==> config.mk <==
export PLATFORM = sky130hd
export DESIGN_NAME = mulu_x2y2_arb
export DESIGN_NICKNAME = d
export VERILOG_FILES = /design/src/rtl/mulu_x2y2_arb.sv
export SDC_FILE = /design/constraint.sdc
export NUM_CORES = 1
export LEC_CHECK = 0
export ABC_AREA = 1
export BUFFER_PORTS_ARGS = -buffer_cell sky130_fd_sc_hd__clkbuf_2
export CORE_ASPECT_RATIO = 1.75
export CORE_MARGIN = 4
export CORE_UTILIZATION = 25
export DETAILED_ROUTE_END_ITERATION = 6
export HOLD_SLACK_MARGIN = 0.12
export RECOVER_POWER = 25
export SLEW_MARGIN = 20
export SYNTH_ARGS = -nofsm -noshare
export SYNTH_HDL_FRONTEND = slang
export SYNTH_SLANG_ARGS = --single-unit
==> constraint.sdc <==
create_clock -name clk -period 3.4 [get_ports clk]
set_clock_uncertainty 0.05 [all_clocks]
set_input_delay 0.51 -clock clk [delete_from_list [all_inputs] [get_ports clk]]
set_output_delay 0.51 -clock clk [all_outputs]
set_load 0.02 [all_outputs]
==> src/rtl/mulu_x2y2_arb.sv <==
// Two-requester front end for a shared mulu_x2y2 multiplier.
// A request is granted and its operands are registered toward the multiplier.
// The product is captured SETTLE cycles later and held until the granted
// requester takes it. Ties alternate between the requesters.
module mulu_x2y2_arb #(
  parameter int X_WIDTH = 2,
  parameter int Y_WIDTH = 2,
  parameter int P_WIDTH = X_WIDTH + Y_WIDTH,
  parameter int SETTLE  = 1
) (
  input  logic               clk,
  input  logic               reset,
  input  logic               req0_valid,
  input  logic               req1_valid,
  input  logic [X_WIDTH-1:0] req0_x,
  input  logic [X_WIDTH-1:0] req1_x,
  input  logic [Y_WIDTH-1:0] req0_y,
  input  logic [Y_WIDTH-1:0] req1_y,
  output logic               req0_ready,
  output logic               req1_ready,
  output logic [X_WIDTH-1:0] mul_x,
  output logic [Y_WIDTH-1:0] mul_y,
  input  logic [P_WIDTH-1:0] mul_p,
  output logic               rsp0_valid,
  output logic               rsp1_valid,
  input  logic               rsp0_ready,
  input  logic               rsp1_ready,
  output logic [P_WIDTH-1:0] rsp_p,
  output logic               busy,
  output logic [7:0]         op_count
);

  typedef enum logic [1:0] {
    IDLE = 2'd0,
    WAIT = 2'd1,
    RESP = 2'd2
  } state_t;

  state_t             r_state;
  state_t             w_state_next;
  logic               r_last_grant;
  logic               r_grant;
  logic [2:0]         r_cnt;
  logic [X_WIDTH-1:0] r_mul_x;
  logic [Y_WIDTH-1:0] r_mul_y;
  logic [P_WIDTH-1:0] r_rsp_p;
  logic [7:0]         r_op_count;
  logic               w_grant;
  logic               w_accept;
  logic               w_done;

  assign mul_x    = r_mul_x;
  assign mul_y    = r_mul_y;
  assign rsp_p    = r_rsp_p;
  assign op_count = r_op_count;
  assign busy     = !reset && (r_state != IDLE);

  // Arbitration, handshakes and next-state selection; everything is masked while reset is high
  always_comb begin
    w_state_next = r_state;
    w_accept     = 1'b0;
    w_done       = 1'b0;
    req0_ready   = 1'b0;
    req1_ready   = 1'b0;
    rsp0_valid   = 1'b0;
    rsp1_valid   = 1'b0;
    // On a tie the requester that did not win last time gets the grant
    if (req0_valid && req1_valid) begin
      w_grant = ~r_last_grant;
    end else begin
      w_grant = req1_valid;
    end
    if (!reset) begin
      case (r_state)
        IDLE: begin
          req0_ready = req0_valid && !w_grant;
          req1_ready = req1_valid && w_grant;
          w_accept   = (req0_valid && !w_grant) || (req1_valid && w_grant);
          if (w_accept) begin
            w_state_next = WAIT;
          end
        end
        WAIT: begin
          if (r_cnt == 3'd1) begin
            w_state_next = RESP;
          end
        end
        RESP: begin
          rsp0_valid = !r_grant;
          rsp1_valid = r_grant;
          w_done     = r_grant ? rsp1_ready : rsp0_ready;
          if (w_done) begin
            w_state_next = IDLE;
          end
        end
        default: w_state_next = IDLE;
      endcase
    end
  end

  // State register
  always_ff @(posedge clk) begin
    if (reset) begin
      r_state <= IDLE;
    end else begin
      r_state <= w_state_next;
    end
  end

  // Operand capture on accept; operands stay put until the next accept
  always_ff @(posedge clk) begin
    if (reset) begin
      r_mul_x <= '0;
      r_mul_y <= '0;
      r_grant <= 1'b0;
    end else if (w_accept) begin
      r_mul_x <= w_grant ? req1_x : req0_x;
      r_mul_y <= w_grant ? req1_y : req0_y;
      r_grant <= w_grant;
    end
  end

  // Settle countdown; the product is sampled on the last counting edge
  always_ff @(posedge clk) begin
    if (reset) begin
      r_cnt   <= 3'd0;
      r_rsp_p <= '0;
    end else if (w_accept) begin
      r_cnt <= 3'(SETTLE);
    end else if (r_state == WAIT) begin
      r_cnt <= r_cnt - 3'd1;
      if (r_cnt == 3'd1) begin
        r_rsp_p <= mul_p;
      end
    end
  end

  // Completion bookkeeping: remember the winner for tie-breaks and count the operation
  always_ff @(posedge clk) begin
    if (reset) begin
      r_last_grant <= 1'b1;
      r_op_count   <= 8'd0;
    end else if (w_done) begin
      r_last_grant <= r_grant;
      r_op_count   <= r_op_count + 8'd1;
    end
  end

endmodule
==> Word-level counts from Yosys, hierarchy flattened <==
Cells that the tools add are included.
{ "totals": {"register_bits": 23, "elab_cells": 55, "out_inout_bits": 21, "input_bits": 18} }
{ "op_classes": {"mux": 22, "n_addsub": 2, "n_reduce_logical": 14, "n_bitwise": 2, "eq_ne": 6} }
{ "op_table": {"columns": ["op", "count"], "rows": [
  ["$mux 1", 16],
  ["$mux 2", 5],
  ["$add 8x1->8 const B", 1],
  ["$ne 2x2->1 const B", 3],
  ["$pmux 2 s3", 1],
  ["$reduce_and 3->1", 2],
  ["$logic_and 1x1->1", 4],
  ["$reduce_bool 2->1", 2],
  ["$eq 3x1->1 const B", 1],
  ["$logic_not 1->1", 3],
  ["$sub 3x1->3 const B", 1],
  ["$eq 2x1->1 const B", 1],
  ["$eq 2x2->1 const B", 1],
  ["$logic_not 2->1", 1],
  ["$not 1->1", 2],
  ["$reduce_or 2->1", 1],
  ["$logic_or 1x1->1", 1]
]} }

==> Longest topological paths before layout <==
{ "logic_depth": {"depth_word": 9, "mapped_depth": 8, "mapped_depth_nobuf": 8} }

==> Worst setup path after synthesis <==
No wires, ideal clock.
{ "synth_path": {"path_kind": "input to output", "from": "input port reset", "to": "output port req0_ready", "n_path_buf": 1, "required_time_ps": 2840, "cell_stages": 4, "setup_slack_ps": 1577, "arrival_time_ps": 1263, "cell_sequence": "inv_2 -> clkbuf_1 -> nand3_1 -> nor2_1"} }
{ "synth_between": {"elab_chain_cells": 1} }
{ "synth_rtl": {"columns": ["item", "line", "rtl"], "rows": [
  ["start, declared", "12", "input logic reset,"],
  ["$mux 1", "73", "if (!reset) begin"],
  ["end, declared", "19", "output logic req0_ready,"]
]} }
Every way passes these cells.

==> Worst setup path in the final report <==
{ "layout_path": {"from": "register r_state[1]", "to": "output port req1_ready"} }
{ "layout_between": {"elab_chain_cells": 3} }
{ "layout_rtl": {"columns": ["item", "line", "rtl"], "rows": [
  ["start, declared", "39", "state_t r_state;"],
  ["start signal, assigned", "106", "r_state <= w_state_next;"],
  ["$logic_not 2->1", "74", "case (r_state)"],
  ["$mux 1", "74", null],
  ["$mux 1", "73", null],
  ["end, declared", "20", "output logic req1_ready,"]
]} }
Every way passes these cells.

==> results.sh <==
export IMPL_clock_tree_buffer_depth=2
export IMPL_clockPowerShare_pct=27.3
export IMPL_io_pin_count=39
export IMPL_postLayoutSetupSlackWorst_ps=1210
export IMPL_postRouteAntennaNets=0
export IMPL_max_slew_margin_pct=77.8
export IMPL_grt_max_degree=20
export IMPL_rsz_0062_raised_after_global_routing="false"
export IMPL_place_gp_congestion=0.762
export IMPL_globalRouteTotalUtil_pct=11.0
export IMPL_yosysWarningCount=0
export IMPL_cap_viol_max_count=0
export IMPL_fraction_of_layout_instances_using_a_drive_strength_above_1_pct=22.5
export IMPL_grt_overflow_total=0
export IMPL_seq_power_share_pct=50.2
export IMPL_drcViolationCount=0
export IMPL_worst_path_max_delay_cell="sky130_fd_sc_hd__dfxtp_1"
export IMPL_hold_buffer_count_at_cts=0
export IMPL_path_delay_family="simple AND/OR/NAND/NOR gates"
export IMPL_run_status="complete, no violations"
export IMPL_post_synth_instance_area_sq_um=1110
export IMPL_netSwitchingPower_w=0.000191
export IMPL_port_buffer_count=38
export IMPL_routed_wire_length_per_instance_um=11.0
export IMPL_timing_setup_tns_ps=0
export IMPL_clock_fmax_mhz=456
export IMPL_synthesis_instances=159
export IMPL_post_drt_via_cell_ratio=4.48
export IMPL_first_pass_iters=3
export IMPL_hold_worst_slack_ps=420
export IMPL_rrSetupSlack_ps=2010
export IMPL_synth_fp_nets=180
export IMPL_detailedPlace_worstSlack_ps=1440
export IMPL_biggest_area_consumer_among_synthesized_cells="sky130_fd_sc_hd__dfxtp_1"
export IMPL_cellLeakagePower_nw=0.661
export IMPL_synth_top_cell_area_share_pct=41.4
export IMPL_antenna_found_initial=0
export IMPL_setup_worst_path_start_class="register"
export IMPL_ctsRootBufferMaster="sky130_fd_sc_hd__clkbuf_8"
export IMPL_worst_pin_slew_ps=333
export IMPL_crit_fanout=7
export IMPL_coreArea_sq_um=4230
export IMPL_area_delta_synth_final_pct=25.1
export IMPL_p_per_area_nw_per_um2=440
export IMPL_critPathKind="reg -> out"
export IMPL_internal_power_w=0.000422
export IMPL_post_synth_cell_area_avg_sq_um=7.00
export IMPL_postLayoutCoreUtil_pct=32.9
export IMPL_required_ps=2840
export IMPL_power_switching_fraction_pct=31.1
export IMPL_timing_hold_worst_class="reg -> reg"
export IMPL_htree_depth=1
export IMPL_timing_hold_violations_final=0
export IMPL_tritoncts_clock_tree="yes"
export IMPL_cp_num_buf_inv=2
export IMPL_place_detailed_hpwl_mm=2.26
export IMPL_die_h_um=96.2
export IMPL_dieWidth_um=58.4
export IMPL_design_power_total_w=0.000613
export IMPL_detail_route_wirelength_mm=2.73
export IMPL_tritoncts_num_buffers=3
export IMPL_dieArea_sq_um=5620
export IMPL_synth_ff_latch_count=23
export IMPL_post_cts_resized=0
export IMPL_finalWorstPathRequiredPeriod_ps=2190
export IMPL_grt_first_pass_wirelength_mm=4.73
export IMPL_n_antenna_cell=0
export IMPL_first_global_vias=1112
export IMPL_synth_sequential_area_ratio_pct=41.4
export IMPL_dr_first_iter_drc_count=22
export IMPL_p_comb_share_pct=22.5
export IMPL_dr_total_vias=1115
export IMPL_timing_final_crit_share_pct=64.5
export IMPL_critical_path_most_common_cell="sky130_fd_sc_hd__nor2_1"
export IMPL_initial_utilization_pct=26.3
export IMPL_critPathArrivalTime_ps=1630
export IMPL_drv_slew=0
export IMPL_synthTopCellsByArea="sky130_fd_sc_hd__dfxtp_1 41%, sky130_fd_sc_hd__nor2_1 9.8%, sky130_fd_sc_hd__nand2_1 8.4%"
export IMPL_tritoncts_num_sinks=23
export IMPL_nNetsFinal=222
export IMPL_yosys_cell_types_count=22
export IMPL_clock_insertion_delay_at_the_later_pin_of_the_skew_report_ps=260
export IMPL_timing_critical_path_to_type="primary output"
export IMPL_post_cts_buffers=0
export IMPL_worstPathCellList="nor2_1, o21ai_2, nor2_2, inv_1, nor2_1, clkbuf_2"
export IMPL_peakVddDrop_mv=0.292
export IMPL_setup_viol=0
export IMPL_floorplan_rows=31
export IMPL_crit_path_max_incr_delay_ps=360
export IMPL_path_clk_slew_ps=80
## synthesized netlist by cell type (all sizes together)
cell / instances
nand2: 25
clkbuf: 1
xnor2: 1
nand4: 1
nand3: 12
o22ai: 1
inv: 26
o21ai: 22
nor3: 1
or2: 1
nand3b: 1
nor2: 33
a21oi: 8
dfxtp: 23
ha: 3
## area by class of cell
type	count	area (sq um)
Clock buffer	4	45.0
Sequential cell	23	460
Timing Repair Buffer	38	186
Tap cell	49	61.3
Inverter	26	97.6
Multi-Input combinational cell	109	541
Fill cell	471	2840
## routing by layer
layer / up-vias / wire length (um) / GRT usage [%]
li1: 587 / - / -
met4: 0 / 72 / 6.77
met5: - / 0 / 0
met3: 4 / 171 / 2.28
met1: 495 / 998 / 11.0
met2: 29 / 1490 / 20.0
## power groups by stage
stage                     combinational, W  sequential [W]  clock (W)
after floorplan                  0.0000794        0.000330          0
after global placement            0.000142        0.000315          0
after detailed placement          0.000144        0.000315          0
after CTS                         0.000144        0.000309   0.000172
after global routing              0.000159        0.000311   0.000182
final                             0.000138        0.000307   0.000167
## cells in the final DEF, fill, tap and decap left out
master	netlist	routed
sky130_fd_sc_hd__nand3b_1	1	1
sky130_fd_sc_hd__o21ai_1	4	4
sky130_fd_sc_hd__inv_1	24	24
sky130_fd_sc_hd__nand2_1	25	25
sky130_fd_sc_hd__o21ai_0	17	17
sky130_fd_sc_hd__o22ai_1	1	1
sky130_fd_sc_hd__nand4_1	1	1
sky130_fd_sc_hd__clkbuf_1	1	4
sky130_fd_sc_hd__inv_2	2	2
sky130_fd_sc_hd__nor2_1	29	31
sky130_fd_sc_hd__a21oi_1	8	8
sky130_fd_sc_hd__nand3_4	1	1
sky130_fd_sc_hd__ha_1	3	3
sky130_fd_sc_hd__clkbuf_2	0	35
sky130_fd_sc_hd__nor3_1	1	1
sky130_fd_sc_hd__xnor2_1	1	1
sky130_fd_sc_hd__nor2_2	2	1
sky130_fd_sc_hd__nand3_1	11	11
sky130_fd_sc_hd__nor2_8	1	1
sky130_fd_sc_hd__or2_2	1	1
sky130_fd_sc_hd__dfxtp_1	23	23
sky130_fd_sc_hd__o21ai_2	1	1
sky130_fd_sc_hd__clkbuf_8	0	3
## worst paths after layout
check                           from                    end  cells past startpoint
max reg2reg  r_state[1]$_SDFFE_PP0P_   r_grant$_SDFFE_PP0P_                      5
max          r_state[1]$_SDFFE_PP0P_             req1_ready                      6
min            r_cnt[1]$_SDFFE_PP0P_  r_cnt[1]$_SDFFE_PP0P_                      2
min reg2reg    r_cnt[1]$_SDFFE_PP0P_  r_cnt[1]$_SDFFE_PP0P_                      2
## state kept, by name, summed over array words and instances, names as in the netlist
signal / cells
rsp_p: 4
r_cnt: 3
r_last_grant: 1
mul_y: 2
mul_x: 2
r_grant: 1
r_state: 2
op_count: 8
## cell families (layout without fill, tap and decap cells)
family          Yosys count  count (layout)  share of synthesized area [%]
simple gates             74              74                           30.9
xor+xnor                  1               1                          0.788
buf+inv                  27              68                           9.11
fa+ha+maj                 3               3                           3.37
compound gates           31              31                           14.4
flops                    23              23                           41.4
## through the flow
step	instance area, sq um	std cells
6_report	1390	249
5_1_grt	1390	249
4_1_cts	1410	249
3_5_place_dp	1360	245
3_3_place_gp	1360	245
2_1_floorplan	1110	159
## tightest hold or removal path: stages (launching register included)
cell,delay (ps)
sky130_fd_sc_hd__dfxtp_1,310
sky130_fd_sc_hd__nand2_1,60
sky130_fd_sc_hd__a21oi_1,60
No activity file was read; power rests on OpenSTA's default activity.
